===== src/rtl/uart_rec.sv =====
// UART receive end: realigns a bit-period timer to the transmitter's sendSig
// rising edge, samples bsIn at mid-bit (LSB first) and emits a parallel word.
module uart_rec #(
  parameter int packetSize      = 4,
  parameter int cycleDiv        = 100,
  parameter int propDelayOffset = 0
) (
  input  logic                  clk,
  input  logic                  rst_n,
  input  logic                  bsIn,
  input  logic                  sendSig,
  output logic [packetSize-1:0] data,
  output logic                  dataValid,
  output logic                  busy
);

  localparam int CW = $clog2(cycleDiv);
  localparam int BW = $clog2(packetSize + 1);
  localparam int DW = (propDelayOffset > 0) ? $clog2(propDelayOffset + 1) : 1;

  localparam logic [CW-1:0] CNT_MID  = CW'(cycleDiv / 2);
  localparam logic [CW-1:0] CNT_LAST = CW'(cycleDiv - 1);
  localparam logic [BW-1:0] BIT_LAST = BW'(packetSize - 1);
  localparam logic [DW-1:0] DLY_LAST = DW'((propDelayOffset > 0) ? propDelayOffset - 1 : 0);

  localparam logic [2:0] S_IDLE  = 3'd0;
  localparam logic [2:0] S_START = 3'd1;
  localparam logic [2:0] S_DELAY = 3'd2;
  localparam logic [2:0] S_DATA  = 3'd3;
  localparam logic [2:0] S_DONE  = 3'd4;

  logic [2:0]            state_q, state_d;
  logic [CW-1:0]         cnt_q, cnt_d;
  logic [BW-1:0]         bit_q, bit_d;
  logic [DW-1:0]         dly_q, dly_d;
  logic [packetSize-1:0] shift_q, shift_d;
  logic [packetSize-1:0] data_q, data_d;
  logic                  valid_q, valid_d;
  logic                  ss_q;

  logic                  mid_bit;
  logic [packetSize:0]   shift_in;

  assign mid_bit  = (cnt_q == CNT_MID);
  assign shift_in = {bsIn, shift_q};

  always_comb begin
    // NOTE: every next-state signal gets a default first so no path leaves it
    // unassigned; a missing default here would infer a latch.
    state_d = state_q;
    cnt_d   = (cnt_q == CNT_LAST) ? '0 : cnt_q + CW'(1);
    bit_d   = bit_q;
    dly_d   = dly_q;
    shift_d = shift_q;
    data_d  = data_q;
    valid_d = 1'b0;

    case (state_q)
      S_IDLE: begin
        cnt_d = '0;
        if (sendSig && !ss_q) begin
          // The edge cycle itself is phase 0, so the next cycle is phase 1.
          state_d = S_START;
          cnt_d   = CW'(1);
          bit_d   = '0;
          dly_d   = '0;
        end
      end
      S_START: begin
        if (mid_bit) begin
          if (!sendSig)                  state_d = S_IDLE;
          else if (propDelayOffset == 0) state_d = S_DATA;
          else                           state_d = S_DELAY;
        end
      end
      S_DELAY: begin
        if (mid_bit) begin
          dly_d = dly_q + DW'(1);
          if (dly_q == DLY_LAST) state_d = S_DATA;
        end
      end
      S_DATA: begin
        if (mid_bit) begin
          shift_d = shift_in[packetSize:1];
          bit_d   = bit_q + BW'(1);
          if (bit_q == BIT_LAST) begin
            // Load the word on entry so data and dataValid are both seen in DONE.
            state_d = S_DONE;
            data_d  = shift_in[packetSize:1];
            valid_d = 1'b1;
          end
        end
      end
      S_DONE: begin
        state_d = S_IDLE;
        cnt_d   = '0;
      end
      default: state_d = S_IDLE;
    endcase
  end

  // NOTE: sequential state uses non-blocking assignments only, so every
  // register samples the pre-edge values regardless of statement order.
  always_ff @(posedge clk or negedge rst_n) begin
    if (!rst_n) begin
      state_q <= S_IDLE;
      cnt_q   <= '0;
      bit_q   <= '0;
      dly_q   <= '0;
      shift_q <= '0;
      data_q  <= '0;
      valid_q <= 1'b0;
      ss_q    <= 1'b1;
    end else begin
      state_q <= state_d;
      cnt_q   <= cnt_d;
      bit_q   <= bit_d;
      dly_q   <= dly_d;
      shift_q <= shift_d;
      data_q  <= data_d;
      valid_q <= valid_d;
      ss_q    <= sendSig;
    end
  end

  assign data      = data_q;
  assign dataValid = valid_q;
  assign busy      = (state_q != S_IDLE);

endmodule


===== config.mk =====
export PLATFORM = sky130hd
export DESIGN_NAME = uart_rec
export DESIGN_NICKNAME = d
export VERILOG_FILES = /design/src/rtl/uart_rec.sv
export SDC_FILE = /design/constraint.sdc
export NUM_CORES = 1
export LEC_CHECK = 0
export ABC_AREA = 1
export BUFFER_PORTS_ARGS = -buffer_cell sky130_fd_sc_hd__buf_2
export CORE_UTILIZATION = 40
export DETAILED_ROUTE_END_ITERATION = 7
export PLACE_DENSITY = 0.59
export SYNTH_ARGS = -nofsm -noshare
export SYNTH_HDL_FRONTEND = slang
export SYNTH_SLANG_ARGS = --single-unit

===== constraint.sdc =====
create_clock -name clk -period 2.53 [get_ports clk]
set_clock_uncertainty 0.15 [all_clocks]
set_input_delay 0 -clock clk [delete_from_list [all_inputs] [get_ports clk]]
set_output_delay 0 -clock clk [all_outputs]
set_load 0.01 [all_outputs]

==> impl_metrics.env <==
export IMPL_synthCells=134
export IMPL_overflow=0
export IMPL_rows=18
export IMPL_ios=10
export IMPL_worst_setup_path_end_kind="flop"
export IMPL_slew_headroom=0.6607
export IMPL_wl_per_cell_um=10.75
export IMPL_fin_crit_sh=0.6279
export IMPL_grt_pass1_vias=798
export IMPL_max_stage_delay_ns=0.44
export IMPL_synthArstFlopShare=1.000
export IMPL_via_count=859
export IMPL_synth_common_cells="nand2_1 (38), dfrtp_1 (22), nor2_1 (17)"
export IMPL_final_min_clock_period_ns=1.589
export IMPL_cp_endpoint="data[3]"
export IMPL_synth_fp_nets=142
export IMPL_ys_seq_area_frac=0.5077
export IMPL_worst_pin_slew_ns=0.5090
export IMPL_synthTopCellsByArea="dfrtp_1 (48%), nand2_1 (13%), nand3_1 (6.6%)"
export IMPL_pre_cts_ws_ns=0.9718
export IMPL_crit_path_start_kind="flop"
export IMPL_area_growth_pct=10.35
export IMPL_design_area_um2=1254
export IMPL_crit_top_cell="nand2_1"
export IMPL_crit_fanout=12
export IMPL_maxCapViolCount=0
export IMPL_globalplace_congestion=0.8167
export IMPL_synth_ff_type="dfrtp_1"
export IMPL_slowest_stage="dfrtp_1"
export IMPL_crit_buf_inv=1
export IMPL_synthDistinctLibCells=20
export IMPL_critical_path_class="reg2reg"
export IMPL_vias_per_cell=4.826
export IMPL_coreArea_um2=2590
export IMPL_synth_most_common_cell="nand2_1"
export IMPL_synth_edf_count=0
export IMPL_rsz0062_at_grt="no"
export IMPL_clk_latency_ns=0.31
export IMPL_crit_cells=7
export IMPL_peakVddDrop_mv=0.5315
export IMPL_min_path_type="in2async"
export IMPL_power_leakage_nw=0.6607
export IMPL_grt_max_degree=24
export IMPL_start_util=0.4386
export IMPL_reg2reg_slack_ns=0.94
export IMPL_setup_violations=0
export IMPL_syn_cell_area_um2=1136
export IMPL_ys_ff_latch=23
export IMPL_crit_family="simple AND/OR/NAND/NOR gates"
export IMPL_final_nets=157
export IMPL_cts_sinks=23
export IMPL_dpl_instance_area_um2=1196
export IMPL_run_status="finished clean"
export IMPL_fmax_mhz=629.5
export IMPL_diodes=0
export IMPL_die_h_um=55.30
export IMPL_synth_top_area_frac=0.4846
export IMPL_fin_tns_setup_ns=0
export IMPL_finalMaxSlewViolations=0
export IMPL_grt_pass1_wl_um=3360
export IMPL_postSynthAreaPerCell_um2=8.478
export IMPL_drt_iter0_markers=33
export IMPL_setup_ws_ns=0.9413
export IMPL_cts_buffers=3
export IMPL_grt_util_all_layers=0.1382
export IMPL_dieArea_um2=3058
export IMPL_antenna_found_initial=0
export IMPL_port_buffers=9
export IMPL_cts_tree="done"
export IMPL_synth_top_cell_by_area="dfrtp_1"
export IMPL_p_total_w=0.001004
export IMPL_cts_setup_buffers=0
export IMPL_drc_errors=0
export IMPL_drt_pass1_iterations=4
export IMPL_cts_root_buf="clkbuf_4"
export IMPL_antenna_left=0
export IMPL_worstReg2RegStart="cnt_q[0]"
export IMPL_final_util=0.4841
export IMPL_die_x_um=55.30
export IMPL_crit_start="cnt_q[0]"
export IMPL_worst_ep_required_time_ns=2.59
export IMPL_clockBufferDepth=2
export IMPL_layout_drive_gt1_share=0.1622
export IMPL_rr_endpoint="data[3]"
export IMPL_p_per_area_nw_per_um2=801.0
export IMPL_synth_warning_count=0
export IMPL_cp_data_arrival_time_ns=1.65
export IMPL_r2r_cells=7
export IMPL_wirelength_um=1914
export IMPL_dp_hpwl_um=1395
export IMPL_crit_chain="inv_1 > ha_1 > nand3_2 > nor2_4 > nand2_1 > nand2_1 > nand2_1"
export IMPL_hold_violations=0
export IMPL_path_clk_slew_ns=0.13
export IMPL_cts_max_level=1
## worst min path at each step
stage                     startpoint       end  slack (ns)  cells after the start
after CTS                      rst_n  cnt_q[4]        0.04                      2
after global placement         rst_n  cnt_q[4]       -0.14                      1
after global routing           rst_n     dly_q        0.08                      2
final                          rst_n  cnt_q[5]        0.03                      2
after detailed placement       rst_n     dly_q       -0.15                      1
after floorplan                rst_n  bit_q[0]       -0.45                      0
## logic make-up (layout without fill, tap and decap cells)
| group | count (synthesis) | in the layout | share of synthesized area |
|---|---|---|---|
| AO/OA/AOI/OAI | 3 | 3 | 0.01320 |
| XOR/XNOR | 4 | 4 | 0.03084 |
| adder cells (fa/ha/maj) | 4 | 4 | 0.04405 |
| buffers and inverters | 17 | 31 | 0.06938 |
| flip-flops | 23 | 23 | 0.5077 |
| AND/OR/NAND/NOR | 83 | 83 | 0.3348 |
## per-layer routing
metal,up-vias,routed length [µm],track usage
li1,445,-,-
met4,0,13,0.06429
met2,10,871,0.2169
met1,402,978,0.1861
met3,2,50,0.02342
met5,-,0,0
## sequential cells by signal (all words and copies together) (netlist names)
register   cells
dly_q          1
cnt_q          7
state_q        3
ss_q           1
data           4
bit_q          3
dataValid      1
shift_q        3
## placed cells by master (no fill, tap or decap), types with 2 or more instances in the layout
cell type and n:
dfrtp_1 22, nand2_1 38, ha_1 4, buf_2 9
nor2_2 2, inv_1 14, nor3_1 3, nor2_4 2
xor2_1 3, dlygate4sd3_1 3, nand3_2 3, nor2_1 17
clkbuf_4 3, nand3_1 15, nand2_2 2
## area by class of cell
type / instances / area [µm²]
clock inverters: 1 / 5.005
clock buffers: 3 / 22.52
fillers: 254 / 1336
multi-input cells: 94 / 480.5
repair buffers: 12 / 75.07
inverters: 15 / 56.30
well taps: 30 / 37.54
flip-flops and latches: 23 / 576.8
## power by group
group          switching [W]  internal, W  total [W]
clock network       0.000109    0.0000590   0.000168
registers          0.0000758     0.000420   0.000496
logic               0.000214     0.000126   0.000340
## through the flow
stage,std cells,hold slack [ns]
after detailed placement,171,-0.1477
after floorplan,134,-0.4456
after CTS,178,0.04158
final,178,0.02642
after global placement,171,-0.1439
after global routing,178,0.07510
## timing repair
| action | CTS | global route |
|---|---|---|
| hold buffers | 3 | 0 |
| hold endpoints to repair | 29 | 0 |
| resized for setup | 0 | 0 |
| setup endpoints to repair | 0 | 0 |
Note: power is estimated with default switching activity, not from simulation.
